==> src/rtl/cam_pkg.sv <==
// -----------------------------------------------------------------------------
// cam_pkg
// Shared types and constants for the colour-zone detector:
//   colour_t  - colour selector (RED, GREEN, BLUE, WHITE), same encoding as
//               the 2-bit color_mode input
//   state_t   - frame FSM states
//   rgb_t     - 12-bit pixel split into 4-bit channels {R,G,B}
//   *_GT/*_LT - per-colour channel thresholds (strict compares)
//   NO_COLOR  - operate_mode value when no zone qualifies
// -----------------------------------------------------------------------------
package cam_pkg;

    typedef enum logic [1:0] {
        RED   = 2'd0,
        GREEN = 2'd1,
        BLUE  = 2'd2,
        WHITE = 2'd3
    } colour_t;

    typedef enum logic [1:0] {
        IDLE    = 2'd0,
        ACCUM   = 2'd1,
        COMPARE = 2'd2,
        PUBLISH = 2'd3
    } state_t;

    typedef struct packed {
        logic [3:0] r;
        logic [3:0] g;
        logic [3:0] b;
    } rgb_t;

    // Channel thresholds; GT means channel > value, LT means channel < value.
    localparam logic [3:0] RED_R_GT   = 4'd6;
    localparam logic [3:0] RED_G_LT   = 4'd3;
    localparam logic [3:0] RED_B_LT   = 4'd3;
    localparam logic [3:0] GREEN_R_LT = 4'd4;
    localparam logic [3:0] GREEN_G_GT = 4'd6;
    localparam logic [3:0] GREEN_B_LT = 4'd4;
    localparam logic [3:0] BLUE_R_LT  = 4'd5;
    localparam logic [3:0] BLUE_G_LT  = 4'd5;
    localparam logic [3:0] BLUE_B_GT  = 4'd6;
    localparam logic [3:0] WHITE_GT   = 4'd11;

    localparam int NO_COLOR = 0;

endpackage

==> src/rtl/cam_pixel_classify.sv <==
// -----------------------------------------------------------------------------
// cam_pixel_classify
// Combinational pixel classifier: tells whether a 12-bit RGB pixel belongs to
// the selected colour. Shared with the debug overlay.
// Ports:
//   pix_data  in  12  {R[11:8],G[7:4],B[3:0]}
//   colour    in  colour_t  colour under test
//   match     out 1   pixel matches colour
// -----------------------------------------------------------------------------
module cam_pixel_classify
    import cam_pkg::*;
(
    input  logic [11:0] pix_data,
    input  colour_t     colour,
    output logic        match
);

    rgb_t px;
    assign px = rgb_t'(pix_data);

    always_comb begin
        // NOTE: default assignment first so every path drives match; no latch.
        match = 1'b0;
        case (colour)
            RED:   match = (px.r > RED_R_GT)   && (px.g < RED_G_LT)   && (px.b < RED_B_LT);
            GREEN: match = (px.r < GREEN_R_LT) && (px.g > GREEN_G_GT) && (px.b < GREEN_B_LT);
            BLUE:  match = (px.r < BLUE_R_LT)  && (px.g < BLUE_G_LT)  && (px.b > BLUE_B_GT);
            WHITE: match = (px.r > WHITE_GT)   && (px.g > WHITE_GT)   && (px.b > WHITE_GT);
            default: match = 1'b0;
        endcase
    end

endmodule

==> src/rtl/cam_zone_detect.sv <==
// -----------------------------------------------------------------------------
// cam_zone_detect
// Streaming colour-zone detector. Counts pixels of the selected colour in
// N_ZONES equal column bands and, once per frame, publishes the winning band.
// Ports:
//   clk           in   1        system clock
//   reset         in   1        synchronous, active-high reset
//   pix_valid     in   1        pixel accepted when high
//   pix_sof       in   1        first pixel of a frame (with pix_valid)
//   pix_data      in   12       {R,G,B} 4 bits each
//   color_mode    in   2        colour_t, sampled on the SOF pixel
//   operate_mode  out  N_ZONES  one-hot winner, MSB = leftmost zone, 0 = none
//   win_count     out  CNT_W    matching-pixel count of the winner
//   frame_done    out  1        one-cycle pulse when results update
//   frame_err     out  1        sticky protocol error flag
// -----------------------------------------------------------------------------
module cam_zone_detect
    import cam_pkg::*;
#(
    parameter  int IMG_W     = 320,
    parameter  int IMG_H     = 240,
    parameter  int N_ZONES   = 3,
    parameter  int MIN_COUNT = 64,
    localparam int CNT_W     = $clog2(IMG_W * IMG_H + 1)
) (
    input  logic               clk,
    input  logic               reset,
    input  logic               pix_valid,
    input  logic               pix_sof,
    input  logic [11:0]        pix_data,
    input  logic [1:0]         color_mode,
    output logic [N_ZONES-1:0] operate_mode,
    output logic [CNT_W-1:0]   win_count,
    output logic               frame_done,
    output logic               frame_err
);

    localparam int COL_W  = $clog2(IMG_W);
    localparam int ROW_W  = $clog2(IMG_H);
    localparam int ZW     = IMG_W / N_ZONES;
    localparam int CENTRE = N_ZONES / 2;
    localparam int IDX_W  = $clog2(N_ZONES + 1);

    state_t             state_q, state_d;
    logic               start, accum_px, pix_accept, err_set, do_scan, do_publish;
    colour_t            mode_q, cur_mode;
    logic [COL_W-1:0]   col_q, cur_col;
    logic [ROW_W-1:0]   row_q, cur_row;
    logic               pix_match, last_px;
    logic [N_ZONES-1:0] zone_hit;
    logic [CNT_W-1:0]   zone_cnt [N_ZONES];
    logic [IDX_W-1:0]   scan_q, scan_zone, best_idx_q, win_bit;
    logic [CNT_W-1:0]   best_cnt_q, scan_cnt;
    logic [N_ZONES-1:0] win_onehot;

    // An SOF pixel restarts the frame at (0,0) with the new colour, even while
    // a previous frame is still accumulating.
    assign pix_accept = start | accum_px;
    assign cur_col    = start ? '0 : col_q;
    assign cur_row    = start ? '0 : row_q;
    assign cur_mode   = start ? colour_t'(color_mode) : mode_q;
    assign last_px    = (cur_col == COL_W'(IMG_W - 1)) && (cur_row == ROW_W'(IMG_H - 1));

    cam_pixel_classify u_classify (
        .pix_data (pix_data),
        .colour   (cur_mode),
        .match    (pix_match)
    );

    // ---------------- FSM: state register ----------------
    always_ff @(posedge clk) begin
        // NOTE: sequential state uses non-blocking assignments only.
        if (reset) state_q <= IDLE;
        else       state_q <= state_d;
    end

    // ---------------- FSM: next state ----------------
    always_comb begin
        state_d = state_q;
        case (state_q)
            IDLE, ACCUM: if (pix_accept) state_d = last_px ? COMPARE : ACCUM;
            COMPARE:     if (scan_q == IDX_W'(N_ZONES - 1)) state_d = PUBLISH;
            PUBLISH:     state_d = IDLE;
            default:     state_d = IDLE;
        endcase
    end

    // ---------------- FSM: control outputs ----------------
    always_comb begin
        start      = 1'b0;
        accum_px   = 1'b0;
        err_set    = 1'b0;
        do_scan    = 1'b0;
        do_publish = 1'b0;
        case (state_q)
            IDLE: if (pix_valid) begin
                start   = pix_sof;
                err_set = !pix_sof;
            end
            ACCUM: if (pix_valid) begin
                start    = pix_sof;
                err_set  = pix_sof;
                accum_px = !pix_sof;
            end
            COMPARE: begin
                do_scan = 1'b1;
                err_set = pix_valid;
            end
            PUBLISH: begin
                do_publish = 1'b1;
                err_set    = pix_valid;
            end
            default: ;
        endcase
    end

    // ---------------- zone decode and counters ----------------
    for (genvar z = 0; z < N_ZONES; z++) begin : g_zone
        localparam int LO = z * ZW;
        localparam int HI = (z + 1) * ZW;
        logic [CNT_W-1:0] cnt_q;
        logic             hit;

        // Boundary compares replace col/ZW; the last zone takes the remainder.
        if (N_ZONES == 1) begin : g_only
            assign zone_hit[z] = 1'b1;
        end else if (z == 0) begin : g_first
            assign zone_hit[z] = cur_col < COL_W'(HI);
        end else if (z == N_ZONES - 1) begin : g_last
            assign zone_hit[z] = cur_col >= COL_W'(LO);
        end else begin : g_mid
            assign zone_hit[z] = (cur_col >= COL_W'(LO)) && (cur_col < COL_W'(HI));
        end

        assign hit = pix_match & zone_hit[z];

        // NOTE: per-zone counters are individual flops, not a memory array, so
        // they take the synchronous reset like any other register.
        always_ff @(posedge clk) begin
            if (reset)
                cnt_q <= '0;
            else if (start)
                cnt_q <= hit ? CNT_W'(1) : '0;
            else if (accum_px && hit && (cnt_q != '1))
                cnt_q <= cnt_q + 1'b1;
        end

        assign zone_cnt[z] = cnt_q;
    end

    // ---------------- arg-max scan ----------------
    // Step 0 loads the centre zone; later steps walk the other zones in
    // increasing index, skipping the centre. Strict '>' keeps ties with the
    // incumbent, which gives the centre priority, then the lower index.
    always_comb begin
        scan_zone = IDX_W'(CENTRE);
        if (scan_q != '0)
            scan_zone = ((scan_q - 1'b1) < IDX_W'(CENTRE)) ? scan_q - 1'b1 : scan_q;
    end

    assign scan_cnt   = zone_cnt[scan_zone];
    assign win_bit    = IDX_W'(N_ZONES - 1) - best_idx_q;
    assign win_onehot = N_ZONES'(1) << win_bit;

    // ---------------- datapath registers ----------------
    always_ff @(posedge clk) begin
        if (reset) begin
            col_q        <= '0;
            row_q        <= '0;
            mode_q       <= RED;
            scan_q       <= '0;
            best_idx_q   <= '0;
            best_cnt_q   <= '0;
            operate_mode <= '0;
            win_count    <= '0;
            frame_done   <= 1'b0;
            frame_err    <= 1'b0;
        end else begin
            if (start) mode_q <= cur_mode;

            if (pix_accept) begin
                if (cur_col == COL_W'(IMG_W - 1)) begin
                    col_q <= '0;
                    row_q <= cur_row + 1'b1;
                end else begin
                    col_q <= cur_col + 1'b1;
                    row_q <= cur_row;
                end
            end

            scan_q <= do_scan ? scan_q + 1'b1 : '0;
            if (do_scan && ((scan_q == '0) || (scan_cnt > best_cnt_q))) begin
                best_cnt_q <= scan_cnt;
                best_idx_q <= scan_zone;
            end

            if (err_set) frame_err <= 1'b1;

            frame_done <= 1'b0;
            if (do_publish) begin
                win_count    <= best_cnt_q;
                operate_mode <= (best_cnt_q >= CNT_W'(MIN_COUNT)) ? win_onehot
                                                                 : N_ZONES'(NO_COLOR);
                frame_done   <= 1'b1;
            end
        end
    end

endmodule

==> config.mk <==
export PLATFORM = sky130hd
export DESIGN_NAME = cam_zone_detect
export DESIGN_NICKNAME = d
export VERILOG_FILES = /design/src/rtl/cam_pkg.sv /design/src/rtl/cam_pixel_classify.sv /design/src/rtl/cam_zone_detect.sv
export SDC_FILE = /design/constraint.sdc
export NUM_CORES = 1
export LEC_CHECK = 0
export ABC_AREA = 1
export CORE_MARGIN = 4
export CORE_UTILIZATION = 35
export DETAILED_ROUTE_END_ITERATION = 12
export REMOVE_ABC_BUFFERS = 1
export SYNTH_ARGS = -nofsm -noshare
export SYNTH_HDL_FRONTEND = slang
export SYNTH_SLANG_ARGS = --single-unit
==> constraint.sdc <==
create_clock -name clk -period 4.4 [get_ports clk]
set_clock_uncertainty 0.1 [all_clocks]
set_input_delay 0.66 -clock clk [delete_from_list [all_inputs] [get_ports clk]]
set_output_delay 0.66 -clock clk [all_outputs]
set_load 0.02 [all_outputs]
After elaboration in Yosys (flattened, before gate mapping)
Index checks and enable logic that the tools add are counted.
{ "totals": {"regBits": 115, "input_bits": 18, "out_inout_bits": 22, "word_cells": 126} }
{ "classes": {"reduce_logical": 30, "magnitude_cmp": 20, "bitwise": 6, "shift": 1, "add_sub_neg": 8, "n_eq_ne": 14, "muxes": 33} }
{ "op_table": {"columns": ["cell", "count"], "rows": [
  ["$mux 17", 8],
  ["$add 17x1->17 const B", 3],
  ["$ne 17x17->1 const B", 3],
  ["$bmux 17 s2", 1],
  ["$mux 9", 2],
  ["$ge 17x7->1 const B", 1],
  ["$gt 17x17->1", 1],
  ["$logic_and 1x1->1", 17],
  ["$lt 4x3->1 const B", 4],
  ["$mux 8", 2],
  ["$gt 4x3->1 const B", 3],
  ["$gt 4x4->1 const B", 3],
  ["$mux 2", 6],
  ["$eq 2x2->1 const B", 5],
  ["$mux 1", 10],
  ["$add 9x1->9 const B", 1],
  ["$eq 9x9->1 const B", 1],
  ["$ge 9x7->1 const B", 1],
  ["$ge 9x8->1 const B", 1],
  ["$lt 9x7->1 const B", 1],
  ["$lt 9x8->1 const B", 1],
  ["$add 8x1->8 const B", 1],
  ["$eq 8x8->1 const B", 1],
  ["$lt 4x2->1 const B", 2],
  ["23 further kinds", 33]
]} }

Depth between registers and ports, before layout
{ "depth": {"depth_word": 11, "depth_mapped": 24, "depth_no_buf": 23} }

Cells and area by module
From an unflattened synthesis, not the netlist that was laid out.
{ "unflattened": {"cells_unflattened": 1013, "hier_area_um2": 6764.0} }
{ "by_module_without_submodules": {"columns": ["mod", "instances", "seq_area_each_um2", "area_per_inst_um2", "cells_per_inst"], "rows": [
  ["cam_zone_detect", 1, 2302.2, 6596.3, 977],
  ["cam_pixel_classify", 1, 0.0, 167.7, 36]
]} }

Worst setup path before layout
No wires, ideal clock.
{ "synth_timing": {"path_type": "reg-to-reg", "from": "register scan_q[0]", "to": "register best_cnt_q[9]", "path_stages_with_launch": 23, "t_arrival_ns": 3.010, "setup_time_ns": 0.113, "slack_ns": 1.177, "synth_period_minus_slack_ns": 3.223, "path_buffers": 2, "required_time_ns": 4.187, "cell_sequence": "dfxtp_1 -> inv_1 -> ha_1 -> nand2_1 -> inv_1 -> nor2_1 -> clkbuf_1 -> nor3_1 -> a211oi_1 -> ha_1 -> nand2_1 -> inv_1 -> o21ai_0 -> nand2_1 -> nor2_1 -> nand3_1 -> nand2_1 -> nand2_1 -> nand2_1 -> clkbuf_1 -> nand2_1 -> nand2_1 -> nor2_1"} }
{ "synth_via": {"elab_chain_len": 11, "elab_cells_between_ends": 13, "cone_classes": "1 x add/sub; 2 x order compare; 5 x mux; 1 x bitwise; 4 x reduce/logical"} }
{ "synth_rtl": {"columns": ["element", "line", "text"], "rows": [
  ["from (decl)", "cam_zone_detect.sv:52", "logic [IDX_W-1:0] scan_q, scan_zone, best_idx_q, win_bit;"],
  ["from (signal assigned)", "cam_zone_detect.sv:191", "scan_q <= do_scan ? scan_q + 1'b1 : '0;"],
  ["$sub 2x1->2", "cam_zone_detect.sv:158", "scan_zone = ((scan_q - 1'b1) < IDX_W'(CENTRE)) ? scan_q - 1'b1 : scan_q;"],
  ["$lt 2x1->1", "cam_zone_detect.sv:158", null],
  ["$mux 2", "cam_zone_detect.sv:158", null],
  ["$mux 2 *", "cam_zone_detect.sv:157", "if (scan_q != '0)"],
  ["$not 2->3 (implied by the code) *", "cam_zone_detect.sv:161", "assign scan_cnt = zone_cnt[scan_zone];"],
  ["$bmux 17 s2 *", "cam_zone_detect.sv:161", null],
  ["$mux 17 (implied by the code) * (2 in series)", "cam_zone_detect.sv:161", null],
  ["net scan_cnt[14]", "cam_zone_detect.sv:53", "logic [CNT_W-1:0] best_cnt_q, scan_cnt;"],
  ["$gt 17x17->1 *", "cam_zone_detect.sv:192", "if (do_scan && ((scan_q == '0) || (scan_cnt > best_cnt_q))) begin"],
  ["$logic_or 1x1->1 *", "cam_zone_detect.sv:192", null],
  ["$logic_and 1x1->1 *", "cam_zone_detect.sv:192", null],
  ["to (signal assigned)", "cam_zone_detect.sv:193", "best_cnt_q <= scan_cnt;"],
  ["to (decl)", "cam_zone_detect.sv:53", null]
]} }
Mark *: on every way through the listed nets, which the timed path passes. The rest lies on a longest branch. The select of a mux whose other input is x is not followed.
A chain may end at the register's enable or synchronous reset.

Final worst setup path
Same ends and word-level chain as after synthesis.

==> impl_results.html <==
<table>
<tr><th>Metric</th><th>Value</th></tr>
<tr><th colspan="2">Run status</th></tr>
<tr><td>Result of the run</td><td>completed</td></tr>
<tr><th colspan="2">Route</th></tr>
<tr><td>Detail-routed via count per cell</td><td>between 4 and 5</td></tr>
<tr><td>DR vias</td><td>around 6,800</td></tr>
<tr><td>Total detailed-routing wirelength</td><td>approximately 19,000 um</td></tr>
<tr><td>Number of DRC violations after detailed routing</td><td>0</td></tr>
<tr><td>Antenna-violating nets left</td><td>0</td></tr>
<tr><td>Average wire length per cell after detail routing</td><td>approximately 14 um</td></tr>
<tr><td>Iteration-0 DRC Markers</td><td>439</td></tr>
<tr><td>Number of detailed-route iterations in the first pass</td><td>5</td></tr>
<tr><th colspan="2">Timing</th></tr>
<tr><td>Number of pins exceeding their max-slew limit in the final report</td><td>0</td></tr>
<tr><td>Final setup violation count</td><td>0</td></tr>
<tr><td>Final total negative setup slack</td><td>0 ns</td></tr>
<tr><td>Period minus WS final</td><td>3.77 ns</td></tr>
<tr><td>Tightest hold margin</td><td>0.360 ns</td></tr>
<tr><td>Max Fclk</td><td>about 0.26 GHz</td></tr>
<tr><td>Share of the clock period used by the worst path after layout</td><td>a little under nine tenths</td></tr>
<tr><td>Final hold violations</td><td>0</td></tr>
<tr><td>RSZ-0062 raised after global routing</td><td>no</td></tr>
<tr><td>Remaining max-slew budget at the tightest pin</td><td>between 30 and 40%</td></tr>
<tr><td>Worst-margin pin slew</td><td>about 1 ns</td></tr>
<tr><th colspan="2">Placement</th></tr>
<tr><td>Final estimated routing congestion in global placement</td><td>0.903</td></tr>
<tr><td>HPWL reported at the end of detailed placement</td><td>around 14,000 um</td></tr>
<tr><td>Area post-placement</td><td>between 0.007 and 0.008 sq mm</td></tr>
<tr><td>Port Buffers</td><td>39</td></tr>
<tr><th colspan="2">Floorplan</th></tr>
<tr><td>I/O pin count</td><td>40</td></tr>
<tr><td>Effective utilization at floorplan</td><td>between 30% and 40%</td></tr>
<tr><td>Area of the core</td><td>just under 0.02 sq mm</td></tr>
<tr><td>X dimension of the die</td><td>around 150 um</td></tr>
<tr><td>Die height</td><td>approximately 150 um</td></tr>
<tr><td>Floorplan die area</td><td>0.0220 sq mm</td></tr>
<tr><td>Std-Cell Rows</td><td>just over 50</td></tr>
<tr><th colspan="2">Synthesis</th></tr>
<tr><td>Share of synthesized registers carrying an async set or reset</td><td>0%</td></tr>
<tr><td>Synthesized flop and latch total</td><td>between 100 and 150</td></tr>
<tr><td>Register area share after synthesis</td><td>33.3%</td></tr>
<tr><td>Distinct cell type count after synthesis</td><td>41</td></tr>
<tr><td>Leading post-synthesis cells by cell area</td><td>dfxtp_1 (33%), nand2_1 (12%), nor2_1 (8.5%)</td></tr>
<tr><td>Post-synthesis instance total</td><td>1,061</td></tr>
<tr><td>Top cell types by occurrence after synthesis</td><td>nand2_1 (229), nor2_1 (156), inv_1 (127)</td></tr>
<tr><td>EDFF count, synth</td><td>0</td></tr>
<tr><td>Area leader, netlist</td><td>dfxtp_1</td></tr>
<tr><td>Most used flip-flop cell after synthesis</td><td>dfxtp_1</td></tr>
<tr><td>Most frequently used cell type in the post-synthesis netlist</td><td>nand2_1</td></tr>
<tr><td>Area share of the leading cell type in the synthesized netlist</td><td>between 30 and 40%</td></tr>
<tr><td>Area of the mapped netlist</td><td>a little under 0.007 sq mm</td></tr>
<tr><td>Count of warnings emitted by yosys</td><td>0</td></tr>
<tr><td>Avg Cell Area, Syn</td><td>around 6.5 sq um</td></tr>
<tr><th colspan="2">Worst hold path</th></tr>
<tr><td>Hold Crit Class</td><td>reg -&gt; reg</td></tr>
<tr><th colspan="2">CTS</th></tr>
<tr><td>Clock tree from TritonCTS</td><td>done</td></tr>
<tr><td>Max Buffers Root-to-Sink</td><td>2</td></tr>
<tr><td>Insertion delay of the later-clocked pin in the worst-skew pair</td><td>between 0.4 and 0.5 ns</td></tr>
<tr><td>Hold-fix buffer count after cts</td><td>0</td></tr>
<tr><td>Sinks on the clock net</td><td>115</td></tr>
<tr><td>Number of buffers created by CTS</td><td>17</td></tr>
<tr><td>Quantity of gates resized following cts</td><td>0</td></tr>
<tr><td>CTS H-tree depth</td><td>4</td></tr>
<tr><td>CTS Root Cell</td><td>clkbuf_16</td></tr>
<tr><td>Setup Fix Bufs, Post-CTS</td><td>0</td></tr>
<tr><td>CTS clk-pin slew, worst paths</td><td>about 0.06 ns</td></tr>
<tr><th colspan="2">Setup path</th></tr>
<tr><td>Arrival time of data at the critical path endpoint</td><td>~4.0 ns</td></tr>
<tr><td>Worst reg-to-reg setup slack</td><td>roughly 0.63 ns</td></tr>
<tr><td>Kind of critical path</td><td>reg -&gt; reg</td></tr>
<tr><td>Element type at the critical path start</td><td>flop</td></tr>
<tr><td>Worst Path Max Fanout</td><td>21</td></tr>
<tr><td>Worst setup EP type</td><td>flop</td></tr>
<tr><td>Data required time of the worst path</td><td>roughly 4.7 ns</td></tr>
<tr><th colspan="2">Global routing</th></tr>
<tr><td>Largest net degree at the start of global routing</td><td>40</td></tr>
<tr><td>GRT overflow</td><td>0</td></tr>
<tr><td>GRT Overall Usage</td><td>17.4%</td></tr>
<tr><td>Number of global-route vias before repair</td><td>between 6,000 and 7,000</td></tr>
<tr><td>First-pass GRT wire length</td><td>between 30,000 and 40,000 um</td></tr>
<tr><td>Initial antenna violation count</td><td>0</td></tr>
<tr><th colspan="2">Pwr</th></tr>
<tr><td>Static power due to leakage</td><td>3.27 nW</td></tr>
<tr><td>Power density cells</td><td>about 310 mW/mm^2</td></tr>
<tr><td>Worst IR drop on VDD</td><td>about 0.00023 V</td></tr>
<tr><th colspan="2">Run</th></tr>
<tr><td>Count of maximum capacitance violations</td><td>0</td></tr>
<tr><th colspan="2">Layout</th></tr>
<tr><td>Final Net Count</td><td>1,135</td></tr>
<tr><td>Final design instance area without fill</td><td>0.00810 sq mm</td></tr>
<tr><td>Area growth syn-to-layout</td><td>17.4%</td></tr>
<tr><td>Fraction of layout cells with a size suffix above 1</td><td>roughly 6.7%</td></tr>
<tr><td>Diodes inserted</td><td>0</td></tr>
</table>
[per-stage QoR]
step                      utilization [%]  instances  worst slack (ns)  power (mW)
after floorplan                         -       1018          -0.00518        1.13
after global placement               38.6       1334             0.702        1.19
after detailed placement             38.6       1334             0.684        1.19
after CTS                            41.6       1366             0.663        2.58
after global routing                 41.6       1366             0.392        2.65
final                                41.6       1366             0.626        2.55
[sequential cells by signal, summed over array words and instances (netlist names)]
register / count
frame_err: 1
g_zone.cnt_q: 51
best_idx_q: 2
mode_q: 2
col_q: 9
best_cnt_q: 17
state_q: 2
row_q: 8
win_count: 17
frame_done: 1
operate_mode: 3
scan_q: 2
[area by class of cell]
type,instances,area (sq um)
fill,2076,11400
multi-input combinational,765,3870
sequential,115,2300
inverter,138,532
timing repair buffer,51,475
clock buffer,18,439
tap,265,332
clock inverter,14,154
[layer usage]
metal | wire length (um) | track usage, % | up-vias
met5 | 0 | 0 | -
met4 | 424 | 6.61 | 0
met3 | 807 | 3.23 | 32
met2 | 8320 | 27.4 | 144
met1 | 8950 | 23.8 | 3048
li1 | - | - | 3544
[worst max-delay path: stages, from the launching register on]
cell and delay (ns):
dfxtp_1 0.35, inv_1 0.07, ha_1 0.31, buf_4 0.24
clkinv_1 0.42, nor3_1 0.44, a211oi_1 0.16, ha_1 0.34
nand2_1 0.08, nor2_1 0.24, nand2_1 0.08, nand2_1 0.08
nand2_1 0.05, nand3_1 0.08, nand2_1 0.05, nand2_1 0.07
nand2_1 0.05, buf_4 0.24, nand2_1 0.08, nand2_1 0.04
nor2_1 0.13
[report_power, final]
group,leakage [nW],switching (mW),internal (mW)
Sequential,0.927,0.00355,1.05
Clock,0.283,0.526,0.853
Combinational,2.06,0.0813,0.0376
Total,3.27,0.611,1.94
[path summary, 6_finish.rpt]
path / startpoint / to / cells past startpoint
setup / recovery: scan_q[0]$_SDFF_PP0_ / best_cnt_q[9]$_SDFFE_PP0P_ / 20
hold / removal: best_cnt_q[2]$_SDFFE_PP0P_ / best_cnt_q[2]$_SDFFE_PP0P_ / 2
setup reg to reg: scan_q[0]$_SDFF_PP0_ / best_cnt_q[9]$_SDFFE_PP0P_ / 20
hold reg to reg: best_cnt_q[2]$_SDFFE_PP0P_ / best_cnt_q[2]$_SDFFE_PP0P_ / 2
[cells in the final DEF, fill, tap and decap left out, types with 8 or more instances in the layout]
master / n
a211oi_1: 12
a21oi_1: 85
buf_4: 12
clkbuf_16: 17
clkdlybuf4s50_1: 38
dfxtp_1: 115
ha_1: 29
inv_1: 127
inv_2: 8
nand2_1: 229
nand3_1: 71
nand4_1: 47
nor2_1: 154
nor3_1: 45
o21ai_0: 33
o21ai_1: 14
xor2_1: 10
[cell families after synthesis]
| family | count (synthesis) | synth area share [%] |
|---|---|---|
| adders and majority gates | 29 | 5.25 |
| buffers and inverters | 181 | 10.7 |
| and+or+nand+nor | 570 | 37.1 |
| DFF | 115 | 33.3 |
| AOI/OAI and AO/OA | 155 | 12.3 |
| xor gates and xnor gates | 11 | 1.40 |
Note: power is estimated with default switching activity, not from simulation.
